--- src/rtl/clock_step_ctrl.sv ---
// clock_step_ctrl
// ---------------
// Clock-enable scheduler for a pipelined CPU core. The core advances only on
// cycles where tick=1. Modes: free-run at a programmable period, single step
// from a raw pushbutton, N-tick burst, and halt. clk_slow toggles on every
// tick so the tick rate can be watched on an LED or a scope probe.
//
// Ports
//   clk          system clock (only clock)
//   rst          synchronous, active-high reset
//   run_req      level, request free-run
//   halt_req     level, highest priority, forces IDLE
//   step_req     raw asynchronous pushbutton; each rising edge asks for one tick
//   burst_start  one-cycle pulse, start a burst of burst_len ticks
//   burst_len    burst length, captured with burst_start
//   div_cfg      tick period in clk cycles, captured on entry to RUN/BURST
//   tick         registered one-cycle clock-enable pulse
//   clk_slow     toggles on every tick
//   busy         high whenever state != IDLE
//   state        IDLE=0, RUN=1, STEP=2, BURST=3
//   tick_count   ticks issued since reset, wraps silently
module clock_step_ctrl #(
  parameter int DIV_W = 16,
  parameter int LEN_W = 16,
  parameter int CNT_W = 32
) (
  input  logic             clk,
  input  logic             rst,
  input  logic             run_req,
  input  logic             halt_req,
  input  logic             step_req,
  input  logic             burst_start,
  input  logic [LEN_W-1:0] burst_len,
  input  logic [DIV_W-1:0] div_cfg,
  output logic             tick,
  output logic             clk_slow,
  output logic             busy,
  output logic [1:0]       state,
  output logic [CNT_W-1:0] tick_count
);

  typedef enum logic [1:0] {
    ST_IDLE  = 2'd0,
    ST_RUN   = 2'd1,
    ST_STEP  = 2'd2,
    ST_BURST = 2'd3
  } state_e;

  state_e             state_q, state_d;
  logic               tick_q, tick_d;
  logic               clk_slow_q, clk_slow_d;
  logic [CNT_W-1:0]   tick_count_q, tick_count_d;
  logic [DIV_W-1:0]   cnt_q, cnt_d;
  logic [DIV_W-1:0]   period_q, period_d;
  logic [LEN_W-1:0]   remain_q, remain_d;
  logic               s1_q, s2_q, s3_q;

  logic               step_edge;
  logic [DIV_W-1:0]   period_cfg;
  logic               period_hit;

  // s1 is the metastability-catching flop; the edge is taken between s2/s3
  // so a button held high produces exactly one step.
  assign step_edge  = s2_q & ~s3_q;

  // Periods of 0 and 1 both mean "tick every cycle".
  assign period_cfg = (div_cfg < DIV_W'(2)) ? DIV_W'(1) : div_cfg;
  assign period_hit = (cnt_q == (period_q - DIV_W'(1)));

  always_comb begin
    state_d      = state_q;
    tick_d       = 1'b0;
    cnt_d        = cnt_q;
    period_d     = period_q;
    remain_d     = remain_q;

    case (state_q)
      ST_IDLE: begin
        if (halt_req) begin
          state_d = ST_IDLE;
        end else if (burst_start && (burst_len != '0)) begin
          // A step edge arriving on this same edge is intentionally lost.
          state_d  = ST_BURST;
          remain_d = burst_len;
          cnt_d    = '0;
          period_d = period_cfg;
        end else if (run_req) begin
          state_d  = ST_RUN;
          cnt_d    = '0;
          period_d = period_cfg;
        end else if (step_edge) begin
          state_d = ST_STEP;
          tick_d  = 1'b1;
        end
      end

      ST_RUN: begin
        if (halt_req || !run_req) begin
          state_d = ST_IDLE;
          cnt_d   = '0;
        end else if (period_hit) begin
          tick_d = 1'b1;
          cnt_d  = '0;
        end else begin
          cnt_d = cnt_q + DIV_W'(1);
        end
      end

      ST_STEP: begin
        // The tick was issued on entry; halt cannot take it back.
        state_d = ST_IDLE;
      end

      ST_BURST: begin
        if (halt_req) begin
          state_d  = ST_IDLE;
          remain_d = '0;
          cnt_d    = '0;
        end else if (period_hit) begin
          tick_d   = 1'b1;
          cnt_d    = '0;
          remain_d = remain_q - LEN_W'(1);
          // Leave on the final tick's edge, so that tick is seen in IDLE.
          if (remain_q == LEN_W'(1)) begin
            state_d = ST_IDLE;
          end
        end else begin
          cnt_d = cnt_q + DIV_W'(1);
        end
      end

      default: begin
        state_d = ST_IDLE;
      end
    endcase

    clk_slow_d   = tick_d ? ~clk_slow_q : clk_slow_q;
    tick_count_d = tick_d ? (tick_count_q + CNT_W'(1)) : tick_count_q;
  end

  always_ff @(posedge clk) begin
    if (rst) begin
      state_q      <= ST_IDLE;
      tick_q       <= 1'b0;
      clk_slow_q   <= 1'b0;
      tick_count_q <= '0;
      cnt_q        <= '0;
      period_q     <= DIV_W'(1);
      remain_q     <= '0;
      s1_q         <= 1'b0;
      s2_q         <= 1'b0;
      s3_q         <= 1'b0;
    end else begin
      state_q      <= state_d;
      tick_q       <= tick_d;
      clk_slow_q   <= clk_slow_d;
      tick_count_q <= tick_count_d;
      cnt_q        <= cnt_d;
      period_q     <= period_d;
      remain_q     <= remain_d;
      s1_q         <= step_req;
      s2_q         <= s1_q;
      s3_q         <= s2_q;
    end
  end

  assign tick       = tick_q;
  assign clk_slow   = clk_slow_q;
  assign tick_count = tick_count_q;
  assign state      = state_q;
  assign busy       = (state_q != ST_IDLE);

endmodule

--- config.mk ---
export PLATFORM = sky130hd
export DESIGN_NAME = clock_step_ctrl
export DESIGN_NICKNAME = d
export VERILOG_FILES = /design/src/rtl/clock_step_ctrl.sv
export SDC_FILE = /design/constraint.sdc
export NUM_CORES = 1
export LEC_CHECK = 0
export ABC_CLOCK_PERIOD_IN_PS = 4800
export CORE_UTILIZATION = 25
export DETAILED_ROUTE_END_ITERATION = 6
export GPL_TIMING_DRIVEN = 1
export PLACE_DENSITY = 0.41
export SLEW_MARGIN = 20
export SYNTH_ARGS = -nofsm -noshare
export SYNTH_HDL_FRONTEND = slang
export SYNTH_SLANG_ARGS = --single-unit
--- constraint.sdc ---
create_clock -name clk -period 4.8 [get_ports clk]
set_input_delay 1.2 -clock clk [delete_from_list [all_inputs] [get_ports clk]]
set_output_delay 1.2 -clock clk [all_outputs]
set_load 0.01 [all_outputs]
==> results of run 1 <==
==> cell type report <==
class	instances	share of cell area, %
clock inverter	6	1.05
timing repair buffer	79	13.0
clock buffer	9	3.78
multi-input combinational	454	47.3
sequential	87	29.2
tap	234	4.91
inverter	12	0.756
==> worst max-delay path, stage by stage (launching register included) <==
cell       delay, ps
dfxtp_1          370
inv_1             80
ha_1             260
or3b_4           430
or4_1            470
a211oi_1         290
o2111ai_1        150
or4_1            590
o32a_2           600
or4_1            620
a21oi_1          150
==> power by group <==
part	internal [mW]	leakage, nW	switching [mW]
Sequential	0.744	0.706	0.0301
Clock	0.398	0.133	0.301
Combinational	0.118	1.24	0.134
==> kinds of logic (layout without fill, tap and decap cells) <==
kind of cell / after synthesis / in the layout
and+or+nand+nor: 244 / 244
xor gates and xnor gates: 24 / 24
buffers and inverters: 47 / 106
adders and majority gates: 5 / 5
AOI/OAI and AO/OA: 160 / 160
muxes: 21 / 21
DFF: 87 / 87
==> worst max-delay path by stage <==
stage                           endpoint  cells after the start
after floorplan           tick_count[27]                     13
after global placement    tick_count[15]                      8
after detailed placement  tick_count[23]                      8
after CTS                 tick_count[27]                     10
after global routing      tick_count[27]                     10
final                     tick_count[23]                     10
==> routing by layer <==
layer	part of all wire, %	wire, um	GRT usage, %
met5	0	0	0
met4	1.4	184	5.38
met3	5.0	681	4.00
met2	45	6080	22.3
met1	49	6650	18.5
==> sequential cells by signal, indices dropped and copies added (netlist names) <==
signal	count
s3_q	1
s1_q	1
cnt_q	16
clk_slow	1
remain_q	16
state	2
s2_q	1
tick_count	32
tick	1
period_q	16
==> through the flow <==
stage                     cells  worst slack (ps)  util (%)
after floorplan             588              1330         -
after global placement      866               612      30.3
after detailed placement    866               658      30.3
after CTS                   881               713      31.9
after global routing        881               511      31.9
final                       881               716      31.9
==> placed cells by master (no fill, tap or decap), drive strengths merged, types with 6 or more instances in the layout <==
cell           count
o31ai             12
nand2b             9
a21oi             53
a211oi             6
or4               13
xor2               9
inv               12
xnor2             15
and3              20
dfxtp             87
or3               25
o21ai             38
nand4             11
clkdlybuf4s50     73
mux2i             21
and4               6
clkbuf             9
nor2              51
nor3b              7
buf                6
nor4              14
nand2             39
nor3              12
nand3             21
==> impl_results.html, run 1 <==
<table>
<tr><th>Metric</th><th>Value</th></tr>
<tr><th colspan="2">Timing</th></tr>
<tr><td>Transition time of the tightest slew-check pin</td><td>1000 ps</td></tr>
<tr><td>Slew Limit Headroom</td><td>33.3%</td></tr>
<tr><td>Final-report hold violation count</td><td>0</td></tr>
<tr><td>Time the worst path needs with I/O delays and setup</td><td>4080 ps</td></tr>
<tr><td>Setup Skew</td><td>12.5 ps</td></tr>
<tr><td>Total of endpoints with negative setup slack in the final report</td><td>0</td></tr>
<tr><td>Ratio of final minimum period to clock period</td><td>85.1%</td></tr>
<tr><td>Pins Over Slew Limit</td><td>0</td></tr>
<tr><td>Highest attainable clock frequency</td><td>245 MHz</td></tr>
<tr><td>Fin Setup TNS</td><td>0 ps</td></tr>
<tr><td>Worst hold slack</td><td>443 ps</td></tr>
<tr><td>RSZ-0062 raised after global routing</td><td>no</td></tr>
<tr><th colspan="2">Logic synthesis</th></tr>
<tr><td>Distinct cell type count after synthesis</td><td>59</td></tr>
<tr><td>Warnings from Yosys</td><td>0</td></tr>
<tr><td>Mean cell area of the mapped netlist</td><td>8.10 um2</td></tr>
<tr><td>Adder and majority gate portion of the synthesized area</td><td>1.31%</td></tr>
<tr><td>Most instantiated cells after synthesis</td><td>dfxtp_1 (87), a21oi_1 (53), nor2_1 (51)</td></tr>
<tr><td>Top cell type by total area after synthesis</td><td>dfxtp_1</td></tr>
<tr><td>Dominant cells by area after synthesis</td><td>dfxtp_1 (37%), a21oi_1 (5.6%), mux2i_1 (4.4%)</td></tr>
<tr><td>Area share of the largest cell type after synthesis</td><td>36.6%</td></tr>
<tr><td>Synthesized-area fraction occupied by ao, oa, aoi and oai cells</td><td>21.3%</td></tr>
<tr><td>Synthesized net count</td><td>631</td></tr>
<tr><td>Count of flip-flops with a built-in enable after synthesis</td><td>0</td></tr>
<tr><td>Post-synthesis sequential element count</td><td>87</td></tr>
<tr><td>Predominant post-synthesis flop cell</td><td>dfxtp_1</td></tr>
<tr><td>Async SR Flop Fraction</td><td>0%</td></tr>
<tr><td>Proportion of synthesized area in mux cells</td><td>4.41%</td></tr>
<tr><td>Post-synth design cell area</td><td>4760 um2</td></tr>
<tr><td>Number of instances in the synthesized netlist</td><td>588</td></tr>
<tr><td>Share of synthesized cell area in and, or, nand and nor gates</td><td>27.7%</td></tr>
<tr><td>Sequential area share after synthesis</td><td>36.6%</td></tr>
<tr><td>Combinational family with the most area after synthesis</td><td>simple AND/OR/NAND/NOR gates</td></tr>
<tr><td>Most instantiated library cell after synthesis</td><td>dfxtp_1</td></tr>
<tr><td>Parity-gate share of the synthesized area counting xor and xnor cells</td><td>4.41%</td></tr>
<tr><th colspan="2">Worst hold path</th></tr>
<tr><td>Worst hold path type</td><td>reg2reg</td></tr>
<tr><td>Hold Path Cell Cnt</td><td>1</td></tr>
<tr><td>Startpoint of the most critical hold path</td><td>s1_q</td></tr>
<tr><td>Endpoint, Worst Hold</td><td>s2_q</td></tr>
<tr><th colspan="2">Critical path</th></tr>
<tr><td>Logic depth of the worst register-to-register path</td><td>10</td></tr>
<tr><td>Critical path start-end classification</td><td>reg2reg</td></tr>
<tr><td>First element of the critical path</td><td>period_q[0]</td></tr>
<tr><td>Capturing point of the worst reg2reg path</td><td>tick_count[23]</td></tr>
<tr><td>Crit path launch type</td><td>register</td></tr>
<tr><td>Reg-to-reg setup timing slack</td><td>720 ps</td></tr>
<tr><td>Crit end category</td><td>register</td></tr>
<tr><td>Maximum fanout along the worst path</td><td>64</td></tr>
<tr><td>Arrival time of the worst setup path</td><td>4370 ps</td></tr>
<tr><td>Data required, critical path</td><td>5080 ps</td></tr>
<tr><td>Origin of the critical flop-to-flop path</td><td>period_q[0]</td></tr>
<tr><th colspan="2">Power</th></tr>
<tr><td>Power density cells</td><td>289 nW/um2</td></tr>
<tr><td>Standby leakage power</td><td>2.08 nW</td></tr>
<tr><td>Worst vdd rail ir drop</td><td>0.168 mV</td></tr>
<tr><td>Total power of the final layout</td><td>1.72 mW</td></tr>
<tr><th colspan="2">GRT</th></tr>
<tr><td>Overflow after GRT</td><td>0</td></tr>
<tr><td>Wire length of the first global-routing pass</td><td>22,300 um</td></tr>
<tr><td>Number of global-route vias before repair</td><td>4,401</td></tr>
<tr><td>Maximum number of pins on one net before global-route repair</td><td>65</td></tr>
<tr><td>Antenna violations before repair</td><td>0</td></tr>
<tr><td>All-Layer GR Usage</td><td>14.2%</td></tr>
<tr><th colspan="2">Clocking</th></tr>
<tr><td>Bufs on Longest Clock Path</td><td>2</td></tr>
<tr><td>Clock transition at the registers of the reported paths</td><td>70 ps</td></tr>
<tr><td>Clock latency on the worst-skew pair</td><td>350 ps</td></tr>
<tr><td>Cells resized by post-CTS repair</td><td>0</td></tr>
<tr><td>H-tree levels</td><td>3</td></tr>
<tr><td>CTS Buf Count</td><td>9</td></tr>
<tr><td>CTS hold repair buffers</td><td>0</td></tr>
<tr><td>Clock tree root buffer cell</td><td>clkbuf_16</td></tr>
<tr><td>Number of post-CTS setup repair buffers</td><td>0</td></tr>
<tr><td>CTS tree</td><td>yes</td></tr>
<tr><td>Clock sink count</td><td>87</td></tr>
<tr><th colspan="2">Routing</th></tr>
<tr><td>Wire per inst</td><td>15.4 um</td></tr>
<tr><td>Pre-antenna DRT Iters</td><td>4</td></tr>
<tr><td>Via count</td><td>4,566</td></tr>
<tr><td>Number of DRC markers in iteration 0</td><td>213</td></tr>
<tr><td>Antenna violation net count after detailed routing</td><td>0</td></tr>
<tr><td>Via/cell ratio</td><td>5.18</td></tr>
<tr><td>Routed WL</td><td>13,600 um</td></tr>
<tr><td>Drt drc</td><td>0</td></tr>
<tr><th colspan="2">Finish</th></tr>
<tr><td>Fraction of layout cells with a size suffix above 1</td><td>4.02%</td></tr>
<tr><td>Antenna diode instance count</td><td>0</td></tr>
<tr><td>Sequential cell area</td><td>1740 um2</td></tr>
<tr><td>Net count of the finished layout</td><td>686</td></tr>
<tr><td>Fill count</td><td>1,977</td></tr>
<tr><td>Final design area excluding fillers</td><td>5960 um2</td></tr>
<tr><td>Area taken by multi-input logic gates</td><td>2820 um2</td></tr>
<tr><td>Area added between synthesis and finish</td><td>25.1%</td></tr>
<tr><th colspan="2">Flow run</th></tr>
<tr><td>Reported max-cap violation count</td><td>0</td></tr>
<tr><th colspan="2">Die</th></tr>
<tr><td>Row count</td><td>50</td></tr>
<tr><td>Die Span X</td><td>140 um</td></tr>
<tr><td>Effective utilization at floorplan</td><td>25.5%</td></tr>
<tr><td>Total I/O pin count</td><td>75</td></tr>
<tr><td>Total Die Area</td><td>19,600 um2</td></tr>
<tr><td>Area of the core region</td><td>18,700 um2</td></tr>
<tr><td>Die Y-Extent</td><td>140 um</td></tr>
<tr><th colspan="2">Place</th></tr>
<tr><td>Placed standard-cell area</td><td>5670 um2</td></tr>
<tr><td>Global placer's final weighted congestion</td><td>0.799</td></tr>
<tr><td>Sum of net half-perimeters after detailed placement</td><td>9410 um</td></tr>
<tr><td>Buffers added on ports</td><td>74</td></tr>
<tr><th colspan="2">Run status</th></tr>
<tr><td>Outcome</td><td>complete, no violations</td></tr>
</table>
Power figures use the tool's default switching activity.
==> run 2: changes to the inputs <==
--- a/config.mk
+++ b/config.mk
@@ -16 +16,2 @@
 export SYNTH_SLANG_ARGS = --single-unit
+export TNS_END_PERCENT = 30
==> constraint.sdc (replaced) <==
create_clock -name clk -period 4.8 [get_ports clk]
set_input_delay 0.48 -clock clk [delete_from_list [all_inputs] [get_ports clk]]
set_output_delay 0.48 -clock clk [all_outputs]
set_load 0.01 [all_outputs]
==> run 2 against run 1 <==
Flip-flop and latch count is the same. Clock skew shrank 3.1 ps. Critical path depth is the same. Count of clock-buffer cells in the layout grew 1. Cell area shrank 0.11%. Cell count shrank 0.23%. Non-clock buffer count shrank 2. Via count is essentially flat. Die area is the same. Utilization is essentially flat. First-iteration DRC count grew 62%. Combinational power is essentially flat. Critical path type unchanged.
==> impl_results.html, run 2 (synthesis gave the netlist of run 1 again) <==
<table>
<tr><th>Metric</th><th>Value</th></tr>
<tr><th colspan="2">Timing</th></tr>
<tr><td>Highest attainable clock frequency</td><td>250 MHz (+2.1%)</td></tr>
<tr><td>Setup Skew</td><td>9.46 ps (-3.08 ps)</td></tr>
<tr><td>RSZ-0062 raised after global routing</td><td>no</td></tr>
<tr><td>Fin Setup TNS</td><td>0 ps (unchanged)</td></tr>
<tr><td>Time the worst path needs with I/O delays and setup</td><td>4000 ps (-82.9 ps)</td></tr>
<tr><td>Ratio of final minimum period to clock period</td><td>83.4% (-1.7 points)</td></tr>
<tr><td>Final-report hold violation count</td><td>0 (unchanged)</td></tr>
<tr><td>Transition time of the tightest slew-check pin</td><td>1100 ps (+96.3 ps)</td></tr>
<tr><td>Slew Limit Headroom</td><td>26.9% (-6.4 points)</td></tr>
<tr><td>Pins Over Slew Limit</td><td>0 (unchanged)</td></tr>
<tr><td>Worst hold slack</td><td>394 ps (-49.1 ps)</td></tr>
<tr><td>Total of endpoints with negative setup slack in the final report</td><td>0 (unchanged)</td></tr>
<tr><th colspan="2">Routing</th></tr>
<tr><td>Drt drc</td><td>0 (unchanged)</td></tr>
<tr><td>Wire per inst</td><td>15.6 um (+1.1%)</td></tr>
<tr><td>Pre-antenna DRT Iters</td><td>4 (unchanged)</td></tr>
<tr><td>Via count</td><td>4,564 (-0.044%)</td></tr>
<tr><td>Number of DRC markers in iteration 0</td><td>345 (+62%)</td></tr>
<tr><td>Routed WL</td><td>13,700 um (+0.87%)</td></tr>
<tr><td>Via/cell ratio</td><td>5.19 (+0.18%)</td></tr>
<tr><td>Antenna violation net count after detailed routing</td><td>0 (unchanged)</td></tr>
<tr><th colspan="2">Clocking</th></tr>
<tr><td>Clock sink count</td><td>87 (unchanged)</td></tr>
<tr><td>Number of post-CTS setup repair buffers</td><td>0 (unchanged)</td></tr>
<tr><td>Bufs on Longest Clock Path</td><td>2 (unchanged)</td></tr>
<tr><td>Clock transition at the registers of the reported paths</td><td>60 ps (about the same)</td></tr>
<tr><td>CTS hold repair buffers</td><td>0 (unchanged)</td></tr>
<tr><td>CTS Buf Count</td><td>9 (unchanged)</td></tr>
<tr><td>Cells resized by post-CTS repair</td><td>0 (unchanged)</td></tr>
<tr><td>CTS tree</td><td>yes</td></tr>
<tr><td>Clock latency on the worst-skew pair</td><td>340 ps (about the same)</td></tr>
<tr><td>H-tree levels</td><td>3 (unchanged)</td></tr>
<tr><td>Clock tree root buffer cell</td><td>clkbuf_16</td></tr>
<tr><th colspan="2">Die</th></tr>
<tr><td>Total Die Area</td><td>19,600 um2 (unchanged)</td></tr>
<tr><td>Die Y-Extent</td><td>140 um (unchanged)</td></tr>
<tr><td>Area of the core region</td><td>18,700 um2 (unchanged)</td></tr>
<tr><td>Effective utilization at floorplan</td><td>25.5% (unchanged)</td></tr>
<tr><td>Row count</td><td>50 (unchanged)</td></tr>
<tr><td>Total I/O pin count</td><td>75 (unchanged)</td></tr>
<tr><td>Die Span X</td><td>140 um (unchanged)</td></tr>
<tr><th colspan="2">Place</th></tr>
<tr><td>Buffers added on ports</td><td>74 (unchanged)</td></tr>
<tr><td>Sum of net half-perimeters after detailed placement</td><td>9520 um (+1.1%)</td></tr>
<tr><td>Global placer's final weighted congestion</td><td>0.836 (+4.5%)</td></tr>
<tr><th colspan="2">Finish</th></tr>
<tr><td>Area taken by multi-input logic gates</td><td>2820 um2 (unchanged)</td></tr>
<tr><td>Sequential cell area</td><td>1740 um2 (unchanged)</td></tr>
<tr><td>Area added between synthesis and finish</td><td>25.0%</td></tr>
<tr><td>Final cell utilization of the core</td><td>31.8% (-0.033 points)</td></tr>
<tr><td>Antenna diode instance count</td><td>0 (unchanged)</td></tr>
<tr><td>Commonest non-fill, non-tap cells in the layout</td><td>dfxtp_1 (87), clkdlybuf4s50_1 (73), a21oi_1 (53)</td></tr>
<tr><td>Most common cell after layout, fill and taps aside</td><td>dfxtp_1</td></tr>
<tr><td>Max reg flops</td><td>32 (unchanged)</td></tr>
<tr><td>Net count of the finished layout</td><td>684 (-0.29%)</td></tr>
<tr><td>Fraction of layout cells with a size suffix above 1</td><td>3.72% (-0.30 points)</td></tr>
<tr><td>Fill count</td><td>1,962 (-0.76%)</td></tr>
<tr><th colspan="2">Critical path</th></tr>
<tr><td>Cell family contributing the most delay on the critical path</td><td>simple AND/OR/NAND/NOR gates</td></tr>
<tr><td>Capturing point of the worst reg2reg path</td><td>tick_count[27]</td></tr>
<tr><td>Critical path start-end classification</td><td>reg2reg</td></tr>
<tr><td>Data required, critical path</td><td>5060 ps (-20 ps)</td></tr>
<tr><td>Reg-to-reg setup timing slack</td><td>800 ps (+80 ps)</td></tr>
<tr><td>Capturing element of the worst setup path</td><td>tick_count[27]</td></tr>
<tr><td>Maximum fanout along the worst path</td><td>64 (unchanged)</td></tr>
<tr><td>Crit end category</td><td>register</td></tr>
<tr><td>Crit path buffers/inverters</td><td>1 (unchanged)</td></tr>
<tr><td>First element of the critical path</td><td>period_q[0]</td></tr>
<tr><td>Largest stage delay on the critical path</td><td>630 ps (about the same)</td></tr>
<tr><td>Most repeated library cell on the critical path</td><td>or4_1</td></tr>
<tr><td>Crit path launch type</td><td>register</td></tr>
<tr><td>Chain of cells forming the critical path</td><td>inv_1 -&gt; ha_1 -&gt; or3b_4 -&gt; or4_1 -&gt; a211oi_1 -&gt; o2111ai_1 -&gt; or4_1 -&gt; o32a_2 -&gt; or4_1 -&gt; a21oi_1</td></tr>
<tr><td>Stages on worst setup path</td><td>10 (unchanged)</td></tr>
<tr><td>Arrival time of the worst setup path</td><td>4260 ps (-110 ps)</td></tr>
<tr><td>Worst path slowest cell</td><td>or4_1</td></tr>
<tr><td>Origin of the critical flop-to-flop path</td><td>period_q[0]</td></tr>
<tr><td>Logic depth of the worst register-to-register path</td><td>10 (unchanged)</td></tr>
<tr><th colspan="2">Power</th></tr>
<tr><td>Power density cells</td><td>293 nW/um2 (+1.2%)</td></tr>
<tr><td>Total net switching power</td><td>0.466 mW (+0.23%)</td></tr>
<tr><td>Share of power burned in registers</td><td>44.4% (-0.5 points)</td></tr>
<tr><td>Worst vdd rail ir drop</td><td>0.170 mV (+1.1%)</td></tr>
<tr><td>Power share of the clock group</td><td>41.2% (+0.7 points)</td></tr>
<tr><td>Total power of the final layout</td><td>1.74 mW (+1.1%)</td></tr>
<tr><td>Standby leakage power</td><td>2.09 nW (+0.26%)</td></tr>
<tr><td>Relative contribution of combinational cells to total power</td><td>14.5% (about the same)</td></tr>
<tr><td>Cell Int Power</td><td>1.28 mW (+1.4%)</td></tr>
<tr><td>Switch share</td><td>26.7% (-0.22 points)</td></tr>
<tr><th colspan="2">Flow run</th></tr>
<tr><td>Reported max-cap violation count</td><td>0 (unchanged)</td></tr>
<tr><th colspan="2">GRT</th></tr>
<tr><td>All-Layer GR Usage</td><td>14.3% (+0.049 points)</td></tr>
<tr><td>Overflow after GRT</td><td>0 (unchanged)</td></tr>
<tr><td>Number of global-route vias before repair</td><td>4,356 (-1.0%)</td></tr>
<tr><td>Antenna violations before repair</td><td>0 (unchanged)</td></tr>
<tr><td>Maximum number of pins on one net before global-route repair</td><td>74 (+14%)</td></tr>
<tr><td>Wire length of the first global-routing pass</td><td>22,300 um (+0.16%)</td></tr>
<tr><th colspan="2">Run status</th></tr>
<tr><td>Outcome</td><td>complete, no violations</td></tr>
<tr><th colspan="2">Worst hold path</th></tr>
<tr><td>Worst hold path type</td><td>in2reg</td></tr>
</table>
==> run 2: cell types whose count changed in the layout (fill, tap and decap cells not counted), sizes merged <==
cell      previous run  this run
buf                  6         4
clkbuf               9        10
clkinv               2         3
clkinvlp             3         0
inv                 12        13
==> run 2: routing by layer <==
layer / global-route usage, % / vias to the layer above / wire length [um]
li1: - / 2308 / -
met1: 19.2 / 2154 / 6680
met2: 22.6 / 89 / 6210
met3: 2.84 / 13 / 635
met4: 5.26 / 0 / 182
met5: 0 / - / 0
==> run 2: power by group through the flow <==
stage          clock [mW]  combinational, mW  sequential [mW]
3_3_place_gp            0              0.251            0.789
6_report            0.717              0.252            0.774
5_1_grt             0.772              0.280            0.777
4_1_cts             0.740              0.254            0.773
2_1_floorplan           0              0.176            0.779
3_5_place_dp            0              0.252            0.790
==> run 2: worst min path at each step <==
stage / cells after the start / slack (ps) / startpoint / endpoint
2_1_floorplan: 1 / 410 / s1_q / s2_q
3_3_place_gp: 1 / 440 / s1_q / s2_q
3_5_place_dp: 1 / 440 / s1_q / s2_q
4_1_cts: 2 / 390 / rst / cnt_q[0]
5_1_grt: 2 / 400 / rst / cnt_q[1]
6_report: 2 / 390 / rst / cnt_q[0]
==> run 2: layout make-up <==
| type | instances | share of cell area [%] |
|---|---|---|
| multi-input cells | 454 | 47.4 |
| flip-flops and latches | 87 | 29.2 |
| repair buffers | 77 | 12.7 |
| well taps | 234 | 4.92 |
| clock buffers | 10 | 4.01 |
| clock inverters | 5 | 0.967 |
| inverters | 12 | 0.756 |
==> run 2: per-stage QoR <==
stage / setup WS [ps] / instance area [um2] / instances
floorplan: 1330 / 4760 / 588
global placement: 952 / 5660 / 864
detailed placement: 813 / 5660 / 864
CTS: 793 / 5950 / 879
global route: 533 / 5950 / 879
finish: 799 / 5950 / 879
